===== src/rtl/alu_arbiter_if.sv =====
// Bundle shared by the two ALU requesters, the external ALU and the
// response consumer. The arbiter connects through the slave modport; the
// environment around it uses the master modport.
interface alu_arbiter_if #(
  parameter int DATA_W = 8
);
  // Requester 0 (execute stage)
  logic              r0_valid;
  logic              r0_ready;
  logic [3:0]        r0_op;
  logic [1:0]        r0_ra;
  logic [DATA_W-1:0] r0_a;
  logic [DATA_W-1:0] r0_b;
  // Requester 1 (secondary issue port)
  logic              r1_valid;
  logic              r1_ready;
  logic [3:0]        r1_op;
  logic [1:0]        r1_ra;
  logic [DATA_W-1:0] r1_a;
  logic [DATA_W-1:0] r1_b;
  // Shared combinational ALU
  logic [DATA_W-1:0] alu_a;
  logic [DATA_W-1:0] alu_b;
  logic [3:0]        alu_op;
  logic [1:0]        alu_ra;
  logic [DATA_W-1:0] alu_out;
  logic              alu_c;
  logic              alu_z;
  logic              alu_n;
  logic              alu_v;
  // Response channel and condition codes
  logic              rsp_valid;
  logic              rsp_ready;
  logic              rsp_src;
  logic [DATA_W-1:0] rsp_data;
  logic              rsp_err;
  logic [3:0]        ccr;

  modport slave (
    input  r0_valid, r0_op, r0_ra, r0_a, r0_b,
    input  r1_valid, r1_op, r1_ra, r1_a, r1_b,
    output r0_ready, r1_ready,
    output alu_a, alu_b, alu_op, alu_ra,
    input  alu_out, alu_c, alu_z, alu_n, alu_v,
    output rsp_valid, rsp_src, rsp_data, rsp_err, ccr,
    input  rsp_ready
  );

  modport master (
    output r0_valid, r0_op, r0_ra, r0_a, r0_b,
    output r1_valid, r1_op, r1_ra, r1_a, r1_b,
    input  r0_ready, r1_ready,
    input  alu_a, alu_b, alu_op, alu_ra,
    output alu_out, alu_c, alu_z, alu_n, alu_v,
    input  rsp_valid, rsp_src, rsp_data, rsp_err, ccr,
    output rsp_ready
  );
endinterface


===== src/rtl/alu_arbiter.sv =====
// Round-robin arbiter sharing one combinational ALU between two requesters.
// One operation is in flight at a time: IDLE (grant) -> EXEC (capture) ->
// RESP (hold until consumed). Owns the condition-code register {C,Z,N,V},
// updating only the flags each opcode defines.
module alu_arbiter #(
  parameter int DATA_W = 8
) (
  input  logic         clk,
  input  logic         rst_n,
  alu_arbiter_if.slave bus
);

  localparam logic [3:0] OP_ADD = 4'b0010;
  localparam logic [3:0] OP_SUB = 4'b0011;
  localparam logic [3:0] OP_AND = 4'b0100;
  localparam logic [3:0] OP_OR  = 4'b0101;
  localparam logic [3:0] OP_ROT = 4'b0110;
  localparam logic [3:0] OP_UNA = 4'b1000;

  typedef enum logic [1:0] {IDLE, EXEC, RESP} state_t;

  state_t            state;
  logic              rr_ptr;
  logic              grant0;
  logic              grant1;
  logic [DATA_W-1:0] alu_a_p0;
  logic [DATA_W-1:0] alu_b_p0;
  logic [3:0]        alu_op_p0;
  logic [1:0]        alu_ra_p0;
  logic              rsp_src_p0;
  logic [DATA_W-1:0] rsp_data_p1;
  logic              rsp_err_p1;
  logic [3:0]        ccr_p1;
  logic              vld_p1;

  function automatic logic op_legal(input logic [3:0] op);
    return (op == OP_ADD) || (op == OP_SUB) || (op == OP_AND) ||
           (op == OP_OR)  || (op == OP_ROT) || (op == OP_UNA);
  endfunction

  // Flag merge: flg and cur are both {C,Z,N,V}; unlisted flags are held.
  function automatic logic [3:0] ccr_next(input logic [3:0] op, input logic [1:0] ra,
                                          input logic [3:0] cur, input logic [3:0] flg);
    logic [3:0] nxt;
    nxt = cur;
    case (op)
      OP_ADD, OP_SUB: nxt = flg;
      OP_AND, OP_OR:  nxt[2:1] = flg[2:1];
      OP_ROT: begin
        case (ra)
          2'd2:    nxt[3] = 1'b1;
          2'd3:    nxt[3] = 1'b0;
          default: nxt[3] = flg[3];
        endcase
      end
      OP_UNA: begin
        if (ra[1]) nxt = flg;
        else       nxt[2:1] = flg[2:1];
      end
      default: nxt = cur;
    endcase
    return nxt;
  endfunction

  // Grant decode: only in IDLE; on contention rr_ptr names the winner.
  always_comb begin
    grant0 = 1'b0;
    grant1 = 1'b0;
    if (state == IDLE) begin
      if (bus.r0_valid && bus.r1_valid) begin
        grant0 = ~rr_ptr;
        grant1 = rr_ptr;
      end else begin
        grant0 = bus.r0_valid;
        grant1 = bus.r1_valid;
      end
    end
  end

  assign bus.r0_ready  = grant0;
  assign bus.r1_ready  = grant1;
  assign bus.alu_a     = alu_a_p0;
  assign bus.alu_b     = alu_b_p0;
  assign bus.alu_op    = alu_op_p0;
  assign bus.alu_ra    = alu_ra_p0;
  assign bus.rsp_valid = vld_p1;
  assign bus.rsp_src   = rsp_src_p0;
  assign bus.rsp_data  = rsp_data_p1;
  assign bus.rsp_err   = rsp_err_p1;
  assign bus.ccr       = ccr_p1;

  // Operation sequencer: latch operands, capture result and flags, hold response.
  always_ff @(posedge clk) begin
    if (!rst_n) begin
      state       <= IDLE;
      rr_ptr      <= 1'b0;
      alu_a_p0    <= '0;
      alu_b_p0    <= '0;
      alu_op_p0   <= '0;
      alu_ra_p0   <= '0;
      rsp_src_p0  <= 1'b0;
      rsp_data_p1 <= '0;
      rsp_err_p1  <= 1'b0;
      ccr_p1      <= '0;
      vld_p1      <= 1'b0;
    end else begin
      case (state)
        // p0: operands of the granted requester enter the ALU
        IDLE: begin
          if (grant0 || grant1) begin
            alu_a_p0   <= grant1 ? bus.r1_a  : bus.r0_a;
            alu_b_p0   <= grant1 ? bus.r1_b  : bus.r0_b;
            alu_op_p0  <= grant1 ? bus.r1_op : bus.r0_op;
            alu_ra_p0  <= grant1 ? bus.r1_ra : bus.r0_ra;
            rsp_src_p0 <= grant1;
            rr_ptr     <= ~grant1;
            state      <= EXEC;
          end
        end
        // p1: ALU result and flags captured using the latched opcode
        EXEC: begin
          if (op_legal(alu_op_p0)) begin
            rsp_data_p1 <= bus.alu_out;
            rsp_err_p1  <= 1'b0;
            ccr_p1      <= ccr_next(alu_op_p0, alu_ra_p0, ccr_p1,
                                    {bus.alu_c, bus.alu_z, bus.alu_n, bus.alu_v});
          end else begin
            rsp_data_p1 <= '0;
            rsp_err_p1  <= 1'b1;
          end
          vld_p1 <= 1'b1;
          state  <= RESP;
        end
        RESP: begin
          if (bus.rsp_ready) begin
            vld_p1 <= 1'b0;
            state  <= IDLE;
          end
        end
        default: state <= IDLE;
      endcase
    end
  end

endmodule

===== src/flat_wrapper.sv =====
// flat-port wrapper written by rule: the top's interface ports become plain ports
module alu_arbiter_flat 
#(
  parameter int DATA_W = 8
)
  (clk, rst_n, bus_r0_valid, bus_r0_op, bus_r0_ra, bus_r0_a, bus_r0_b, bus_r1_valid, bus_r1_op, bus_r1_ra, bus_r1_a, bus_r1_b, bus_r0_ready, bus_r1_ready, bus_alu_a, bus_alu_b, bus_alu_op, bus_alu_ra, bus_alu_out, bus_alu_c, bus_alu_z, bus_alu_n, bus_alu_v, bus_rsp_valid, bus_rsp_src, bus_rsp_data, bus_rsp_err, bus_ccr, bus_rsp_ready);
  alu_arbiter_if #(.DATA_W(DATA_W)) bus_i ();
  input  logic clk;
  input  logic rst_n;
  input wire logic [$bits(bus_i.r0_valid)-1:0] bus_r0_valid;
  input wire logic [$bits(bus_i.r0_op)-1:0] bus_r0_op;
  input wire logic [$bits(bus_i.r0_ra)-1:0] bus_r0_ra;
  input wire logic [$bits(bus_i.r0_a)-1:0] bus_r0_a;
  input wire logic [$bits(bus_i.r0_b)-1:0] bus_r0_b;
  input wire logic [$bits(bus_i.r1_valid)-1:0] bus_r1_valid;
  input wire logic [$bits(bus_i.r1_op)-1:0] bus_r1_op;
  input wire logic [$bits(bus_i.r1_ra)-1:0] bus_r1_ra;
  input wire logic [$bits(bus_i.r1_a)-1:0] bus_r1_a;
  input wire logic [$bits(bus_i.r1_b)-1:0] bus_r1_b;
  output wire logic [$bits(bus_i.r0_ready)-1:0] bus_r0_ready;
  output wire logic [$bits(bus_i.r1_ready)-1:0] bus_r1_ready;
  output wire logic [$bits(bus_i.alu_a)-1:0] bus_alu_a;
  output wire logic [$bits(bus_i.alu_b)-1:0] bus_alu_b;
  output wire logic [$bits(bus_i.alu_op)-1:0] bus_alu_op;
  output wire logic [$bits(bus_i.alu_ra)-1:0] bus_alu_ra;
  input wire logic [$bits(bus_i.alu_out)-1:0] bus_alu_out;
  input wire logic [$bits(bus_i.alu_c)-1:0] bus_alu_c;
  input wire logic [$bits(bus_i.alu_z)-1:0] bus_alu_z;
  input wire logic [$bits(bus_i.alu_n)-1:0] bus_alu_n;
  input wire logic [$bits(bus_i.alu_v)-1:0] bus_alu_v;
  output wire logic [$bits(bus_i.rsp_valid)-1:0] bus_rsp_valid;
  output wire logic [$bits(bus_i.rsp_src)-1:0] bus_rsp_src;
  output wire logic [$bits(bus_i.rsp_data)-1:0] bus_rsp_data;
  output wire logic [$bits(bus_i.rsp_err)-1:0] bus_rsp_err;
  output wire logic [$bits(bus_i.ccr)-1:0] bus_ccr;
  input wire logic [$bits(bus_i.rsp_ready)-1:0] bus_rsp_ready;
  assign bus_i.r0_valid = bus_r0_valid;
  assign bus_i.r0_op = bus_r0_op;
  assign bus_i.r0_ra = bus_r0_ra;
  assign bus_i.r0_a = bus_r0_a;
  assign bus_i.r0_b = bus_r0_b;
  assign bus_i.r1_valid = bus_r1_valid;
  assign bus_i.r1_op = bus_r1_op;
  assign bus_i.r1_ra = bus_r1_ra;
  assign bus_i.r1_a = bus_r1_a;
  assign bus_i.r1_b = bus_r1_b;
  assign bus_r0_ready = bus_i.r0_ready;
  assign bus_r1_ready = bus_i.r1_ready;
  assign bus_alu_a = bus_i.alu_a;
  assign bus_alu_b = bus_i.alu_b;
  assign bus_alu_op = bus_i.alu_op;
  assign bus_alu_ra = bus_i.alu_ra;
  assign bus_i.alu_out = bus_alu_out;
  assign bus_i.alu_c = bus_alu_c;
  assign bus_i.alu_z = bus_alu_z;
  assign bus_i.alu_n = bus_alu_n;
  assign bus_i.alu_v = bus_alu_v;
  assign bus_rsp_valid = bus_i.rsp_valid;
  assign bus_rsp_src = bus_i.rsp_src;
  assign bus_rsp_data = bus_i.rsp_data;
  assign bus_rsp_err = bus_i.rsp_err;
  assign bus_ccr = bus_i.ccr;
  assign bus_i.rsp_ready = bus_rsp_ready;
  alu_arbiter #(.DATA_W(DATA_W)) u_core (.clk(clk), .rst_n(rst_n), .bus(bus_i));
endmodule

===== config.mk =====
export PLATFORM = sky130hd
export DESIGN_NAME = alu_arbiter_flat
export DESIGN_NICKNAME = d
export VERILOG_FILES = /design/src/rtl/alu_arbiter_if.sv /design/src/rtl/alu_arbiter.sv /design/src/flat_wrapper.sv
export SDC_FILE = /design/constraint.sdc
export NUM_CORES = 1
export LEC_CHECK = 0
export CAP_MARGIN = 20
export CORE_MARGIN = 2
export CORE_UTILIZATION = 37
export DETAILED_ROUTE_END_ITERATION = 6
export GPL_ROUTABILITY_DRIVEN = 0
export GPL_TIMING_DRIVEN = 0
export PLACE_DENSITY = 0.85
export SYNTH_ARGS = -nofsm -noshare
export SYNTH_HDL_FRONTEND = slang
export SYNTH_SLANG_ARGS = --single-unit

===== constraint.sdc =====
create_clock -name clk -period 2 [get_ports clk]
set_clock_uncertainty 0.15 [all_clocks]
set_input_delay 0.4 -clock clk [delete_from_list [all_inputs] [get_ports clk]]
set_output_delay 0.4 -clock clk [all_outputs]
set_load 0.02 [all_outputs]

After elaboration in Yosys (flattened, before gate mapping)
Cells that the tools add are included.

Register bits: 40. Input port bits: 61.

Equal/unequal tests: 13. Muxes and demuxes: 20. Bitwise logic cells: 2. Reductions and logical operators: 19.

Operator list (number): $mux W8 (3); $eq A4 B3 Y1 const B (3); $eq A4 B2 Y1 const B (2); $mux W1 (8); $reduce_and A4 Y1 (2); $eq A2 B2 Y1 const B (3); $logic_or A1 B1 Y1 (6); $mux W2 (3); $pmux W1 S2 (3); $pmux W2 S3 (1); $reduce_and A2 Y1 (3); $reduce_or A5 Y1 (1); $eq A4 B4 Y1 const B (1); $mux W4 (1); $ne A2 B2 Y1 const B (2); $reduce_bool A2 Y1 (2); $pmux W1 S3 (1); $reduce_and A3 Y1 (1); $reduce_bool A3 Y1 (1); $eq A2 B1 Y1 const B (1); $logic_not A2 Y1 (1); $ne A2 B1 Y1 const B (1); $not A1 Y1 (2); $reduce_or A2 Y1 (1); $logic_and A1 B1 Y1 (1).

Depth between registers and ports, before layout
Depth in word-level cells: 7. Depth in mapped cells: 6. Depth with buffers taken out: 5.

Worst setup path after synthesis
OpenSTA, ideal clock, no wires.

Path type: register -> register. Start: register u_core.alu_op_p0[3], in the netlist u_core.bus.alu_op[3]. End: register u_core.ccr_p1[3], in the netlist u_core.bus.ccr[3]. Library setup time: 0.116 ns. Arrival: 1.503 ns. Data required time: 1.734 ns. Slack: 0.230 ns. Stages on the path, launching flop included: 5. Path buffers: 0. Clock period less this slack: 1.770 ns. Cell sequence: dfxtp_1 -> and2b_1 -> and4b_1 -> or4_1 -> o211a_1.

Longest elaborated chain between the ends: 7.

RTL lines: start: declaration (RTL line alu_arbiter.sv:28) `logic [3:0] alu_op_p0;`; start signal: assignment (RTL line alu_arbiter.sv:113) `alu_op_p0 <= grant1 ? bus.r1_op : bus.r0_op;`; $eq A4 B2 Y1 (RTL line alu_arbiter.sv:37, alu_arbiter.sv:46); $logic_or A1 B1 Y1 (3 in series) (RTL line alu_arbiter.sv:37) `return (op == OP_ADD) || (op == OP_SUB) || (op == OP_AND) ||`; $logic_or A1 B1 Y1 (2 in series) (RTL line alu_arbiter.sv:38) `(op == OP_OR) || (op == OP_ROT) || (op == OP_UNA);`; $reduce_and A4 Y1 (no line); end signal: assignment (RTL line alu_arbiter.sv:125) `ccr_p1 <= ccr_next(alu_op_p0, alu_ra_p0, ccr_p1,`; end: declaration (RTL line alu_arbiter.sv:33) `logic [3:0] ccr_p1;`.

Several ways; a longest one is shown, not always the timed one. A chain may end at the register's enable or synchronous reset.

Worst setup path in the final report
Start: input bus_r1_valid. End: output bus_r1_ready.

Longest elaborated chain between the ends: 3.

RTL lines: start: declaration (RTL line flat_wrapper.sv:15) `input wire logic [$bits(bus_i.r1_valid)-1:0] bus_r1_valid;`; $logic_and A1 B1 Y1 (RTL line alu_arbiter.sv:70) `if (bus.r0_valid && bus.r1_valid) begin`; $mux W1 * (RTL line alu_arbiter.sv:70); $mux W1 * (RTL line alu_arbiter.sv:69) `if (state == IDLE) begin`; end: declaration (RTL line flat_wrapper.sv:21) `output wire logic [$bits(bus_i.r1_ready)-1:0] bus_r1_ready;`.

Every way passes the cells marked *; elsewhere a longest branch is shown, timed or not.

==> report_table.html <==
<table>
<tr><th>Metric</th><th>Value</th></tr>
<tr><th colspan="2">Run status</th></tr>
<tr><td>Status</td><td>finished clean</td></tr>
<tr><th colspan="2">Yosys</th></tr>
<tr><td>Synthesis warning total</td><td>0</td></tr>
<tr><td>Syn Std Cell Area</td><td>0.00165 mm2</td></tr>
<tr><td>Mapped Cells</td><td>185</td></tr>
<tr><td>Post-synthesis sequential element count</td><td>40</td></tr>
<tr><td>Post-synthesis area per instance</td><td>8.91 um2</td></tr>
<tr><td>Seq/Total Area, Yosys</td><td>48.6%</td></tr>
<tr><td>Distinct cells, synth</td><td>37</td></tr>
<tr><td>Leading area contributor after synthesis</td><td>sky130_fd_sc_hd__dfxtp_1</td></tr>
<tr><td>Syn nets</td><td>246</td></tr>
<tr><td>Cell types occupying the most area after synthesis</td><td>sky130_fd_sc_hd__dfxtp_1, sky130_fd_sc_hd__nand2_1, sky130_fd_sc_hd__a31oi_1</td></tr>
<tr><td>Proportion of netlist area held by the largest area contributor</td><td>48.6%</td></tr>
<tr><th colspan="2">Drt</th></tr>
<tr><td>DRC viols</td><td>0</td></tr>
<tr><td>Number of detailed-routing iterations run before antenna repair</td><td>4</td></tr>
<tr><td>Routed length per instance</td><td>15.1 um</td></tr>
<tr><td>Number of violations reported at the end of detailed-routing iteration 0</td><td>136</td></tr>
<tr><td>Met1 wire length</td><td>2200 um</td></tr>
<tr><td>Vias post-DR</td><td>1833</td></tr>
<tr><td>Highest routing layer actually used</td><td>met4</td></tr>
<tr><td>Number of routed nets with antenna violations</td><td>0</td></tr>
<tr><td>Drt total wl</td><td>5230 um</td></tr>
<tr><td>Length of routed met3 wiring</td><td>341 um</td></tr>
<tr><td>Met2 layer wire length in the routed design</td><td>2590 um</td></tr>
<tr><td>Routed vias/inst</td><td>5.28</td></tr>
<tr><th colspan="2">Layout</th></tr>
<tr><td>Area growth from synthesis to layout</td><td>74.3%</td></tr>
<tr><td>Share of cells above drive strength 1</td><td>9.49%</td></tr>
<tr><td>Most used cells in the layout excluding fill and tap cells</td><td>sky130_fd_sc_hd__clkdlybuf4s50_1, sky130_fd_sc_hd__dfxtp_1, sky130_fd_sc_hd__nand2_1</td></tr>
<tr><td>Most common cell after layout, fill and taps aside</td><td>sky130_fd_sc_hd__clkdlybuf4s50_1</td></tr>
<tr><td>Fin util</td><td>66.4%</td></tr>
<tr><td>Net total in the final layout</td><td>356</td></tr>
<tr><td>Antenna Cells</td><td>0</td></tr>
<tr><td>Post-route non-filler standard cell count</td><td>347</td></tr>
<tr><td>Layout filler cell count</td><td>360</td></tr>
<tr><th colspan="2">Clock tree</th></tr>
<tr><td>Clock slew seen by the registers of the worst setup and hold paths</td><td>0.07 ns</td></tr>
<tr><td>Clock latency on the worst-skew pair</td><td>0.29 ns</td></tr>
<tr><td>Maximum clock insertion buffer count</td><td>2</td></tr>
<tr><td>Total clock sinks</td><td>40</td></tr>
<tr><td>Clk Tree Root Cell</td><td>sky130_fd_sc_hd__clkbuf_8</td></tr>
<tr><td>Depth of the CTS H-tree</td><td>2</td></tr>
<tr><td>Total CTS buffers</td><td>5</td></tr>
<tr><td>TritonCTS clock tree</td><td>done</td></tr>
<tr><th colspan="2">Die</th></tr>
<tr><td>Core Box Area</td><td>0.00432 mm2</td></tr>
<tr><td>Starting density of the core</td><td>38.1%</td></tr>
<tr><td>Die footprint</td><td>0.00500 mm2</td></tr>
<tr><td>Die Span Y</td><td>70.7 um</td></tr>
<tr><td># IOs</td><td>100</td></tr>
<tr><td>Die extent in x</td><td>70.7 um</td></tr>
<tr><td>Row cnt</td><td>24</td></tr>
<tr><th colspan="2">STA</th></tr>
<tr><td>Actual transition at the worst max-transition pin</td><td>0.658 ns</td></tr>
<tr><td>RSZ-0062 raised after global routing</td><td>yes</td></tr>
<tr><td>Max_slew headroom</td><td>55.8%</td></tr>
<tr><td>Shortest period the worst path allows</td><td>2.00 ns</td></tr>
<tr><td>Worst hold slack</td><td>0.308 ns</td></tr>
<tr><td>Worst Slack Setup Final</td><td>0.000823 ns</td></tr>
<tr><td>Final hold vios</td><td>0</td></tr>
<tr><td>Post-route clock period utilization</td><td>100%</td></tr>
<tr><td>Maximum clock rate</td><td>500 MHz</td></tr>
<tr><td>Max Slew Vio Count</td><td>0</td></tr>
<tr><td># setup viols final</td><td>0</td></tr>
<tr><th colspan="2">Critical path</th></tr>
<tr><td>CP Data Required Time</td><td>1.45 ns</td></tr>
<tr><td>Family of cells with the greatest summed delay on the critical path</td><td>buffers and inverters</td></tr>
<tr><td>Chain of cells forming the critical path</td><td>clkdlybuf4s15_1, or3b_4, a21o_4, clkinv_8, buf_8</td></tr>
<tr><td>Worst reg-to-reg setup slack</td><td>0.09 ns</td></tr>
<tr><td>CP Buf/Inv Count</td><td>3</td></tr>
<tr><td>Data arrival time of the critical path</td><td>1.45 ns</td></tr>
<tr><td>Crit end category</td><td>output pin</td></tr>
<tr><td>Type of the worst setup path</td><td>input port to output pin</td></tr>
<tr><td>Max incr delay on CP</td><td>0.41 ns</td></tr>
<tr><td>Slowest cell on crit path</td><td>sky130_fd_sc_hd__or3b_4</td></tr>
<tr><td>Worst-path maximum fanout</td><td>8</td></tr>
<tr><td>Critical Path Source Type</td><td>input port</td></tr>
<tr><th colspan="2">Pwr</th></tr>
<tr><td>Leak pwr</td><td>1.15 nW</td></tr>
<tr><td>Worst VDD drop</td><td>0.401 mV</td></tr>
<tr><td>Power density of the placed cells</td><td>757 mW/mm2</td></tr>
<tr><td>Pwr Total</td><td>0.00217 W</td></tr>
<tr><th colspan="2">Placed design</th></tr>
<tr><td>Port Buffer Count</td><td>99</td></tr>
<tr><td>HPWL after detailed placement</td><td>3760 um</td></tr>
<tr><td>Total instance count after detailed placement</td><td>336</td></tr>
<tr><td>Placement Setup Slack</td><td>-1.01 ns</td></tr>
<tr><th colspan="2">Flow run</th></tr>
<tr><td>Number of max-cap violations</td><td>0</td></tr>
<tr><th colspan="2">GRT</th></tr>
<tr><td>Global-route usage over all layers</td><td>22.0%</td></tr>
<tr><td>Maximum number of pins on one net before global-route repair</td><td>16</td></tr>
<tr><td>Wire length of the first global-routing pass</td><td>8820 um</td></tr>
<tr><td>Number of global-route vias before repair</td><td>1881</td></tr>
<tr><td>Grt total ovfl</td><td>0</td></tr>
<tr><td>Number of antenna violations at the first check in global routing</td><td>0</td></tr>
<tr><th colspan="2">Min path</th></tr>
<tr><td>Hold/Removal Path Class</td><td>flop to flop</td></tr>
</table>
path summary, 6_finish.rpt:
check / startpoint / endpoint / cells after the start
worst max-delay path: bus_r1_valid / bus_r1_ready / 5
worst min register to register: u_core.bus.rsp_err / u_core.bus.rsp_err / 2
worst max register to register: u_core.state[0] / u_core.bus.alu_a[0] / 6
worst min-delay path: u_core.bus.rsp_err / u_core.bus.rsp_err / 2
report_power, final:
group	leakage, nW	switching [W]	internal, W	total (W)
Clock	0.0503	0.000273	0.000307	0.000580
Combinational	0.773	0.000317	0.000342	0.000659
Sequential	0.330	0.0000601	0.000875	0.000935
Total	1.15	0.000650	0.00152	0.00217
kinds of logic (layout without fill, tap and decap cells):
| family | after synthesis | count (layout) | share of synthesized area, % |
|---|---|---|---|
| AND/OR/NAND/NOR | 68 | 68 | 20.0 |
| AO/OA/AOI/OAI | 59 | 59 | 25.2 |
| flip-flops | 40 | 40 | 48.6 |
| multiplexers | 3 | 3 | 1.82 |
| buffers and inverters | 15 | 125 | 4.40 |
per-stage QoR:
step	instance area, um2	TNS, ns
after detailed placement	2700	-10.91
after CTS	2830	-0.0181
after floorplan	1650	0
final	2870	0
after global placement	2700	-10.09
after global routing	2870	-0.0272
worst register-to-register path, delay by kind of cell (launching register included):
| kind | cells | cell delay (ns) |
|---|---|---|
| simple gates | 2 | 0.55 |
| buf+inv | 2 | 0.39 |
| flops | 1 | 0.35 |
| compound gates | 2 | 0.32 |
metal layers:
layer | vias to the layer above | GRT usage [%]
li1 | 893 | -
met5 | - | 0
met1 | 857 | 27.0
met2 | 71 | 37.0
met4 | 0 | 7.97
met3 | 12 | 5.84
cell usage after synthesis:
| master | number |
|---|---|
| sky130_fd_sc_hd__a222oi_1 | 7 |
| sky130_fd_sc_hd__nor3b_2 | 2 |
| sky130_fd_sc_hd__buf_6 | 2 |
| sky130_fd_sc_hd__clkbuf_1 | 7 |
| sky130_fd_sc_hd__a31oi_1 | 16 |
| sky130_fd_sc_hd__nor3b_1 | 1 |
| sky130_fd_sc_hd__inv_1 | 4 |
| sky130_fd_sc_hd__o21ai_1 | 2 |
| sky130_fd_sc_hd__o211a_1 | 1 |
| sky130_fd_sc_hd__a22o_1 | 8 |
| sky130_fd_sc_hd__or3b_2 | 1 |
| sky130_fd_sc_hd__clkinv_2 | 1 |
| sky130_fd_sc_hd__nor4bb_1 | 1 |
| sky130_fd_sc_hd__a221oi_1 | 1 |
| sky130_fd_sc_hd__nor4b_1 | 1 |
| sky130_fd_sc_hd__and4b_1 | 1 |
| sky130_fd_sc_hd__o31ai_1 | 1 |
| sky130_fd_sc_hd__nand3b_1 | 1 |
| sky130_fd_sc_hd__o21ai_0 | 16 |
| sky130_fd_sc_hd__o21a_1 | 1 |
| sky130_fd_sc_hd__a211oi_4 | 1 |
| sky130_fd_sc_hd__nor2b_1 | 2 |
| sky130_fd_sc_hd__o211ai_1 | 1 |
| sky130_fd_sc_hd__nand2_1 | 33 |
| sky130_fd_sc_hd__a21o_2 | 1 |
| sky130_fd_sc_hd__nor2_1 | 17 |
| sky130_fd_sc_hd__nand3_1 | 2 |
| sky130_fd_sc_hd__and3_1 | 1 |
| sky130_fd_sc_hd__or3b_1 | 1 |
| sky130_fd_sc_hd__a21oi_1 | 3 |
| sky130_fd_sc_hd__and2b_1 | 1 |
| sky130_fd_sc_hd__nand2b_1 | 1 |
| sky130_fd_sc_hd__mux2i_1 | 3 |
| sky130_fd_sc_hd__or4_1 | 1 |
| sky130_fd_sc_hd__nor3_1 | 1 |
| sky130_fd_sc_hd__clkinv_1 | 1 |
| sky130_fd_sc_hd__dfxtp_1 | 40 |
sequential cells by signal, summed over array words and instances (netlist names):
name                  count
u_core.bus.alu_a          8
u_core.bus.alu_b          8
u_core.bus.rsp_data       8
u_core.bus.alu_op         4
u_core.bus.ccr            4
u_core.bus.alu_ra         2
u_core.state              2
u_core.bus.rsp_err        1
u_core.bus.rsp_src        1
u_core.bus.rsp_valid      1
u_core.rr_ptr             1
cell type report:
type                            instances  area [um2]  area share, %
Sequential cell                        40         803           28.0
Tap cell                               52        65.1           2.27
Inverter                                6        38.8           1.35
Multi-Input combinational cell        130         791           27.5
Buffer                                  7        33.8           1.18
Timing Repair Buffer                  105        1040           36.3
Clock buffer                            7        96.3           3.36
what timing repair did:
action / CTS / global route
resized for setup: 23 / 4
hold buffers: 0 / 0
setup buffers: 2 / 4
cloned: 0 / 0
endpoints found under the setup margin: 21 / 11
pin swaps: 1 / 0
Note: power is estimated with default switching activity, not from simulation.
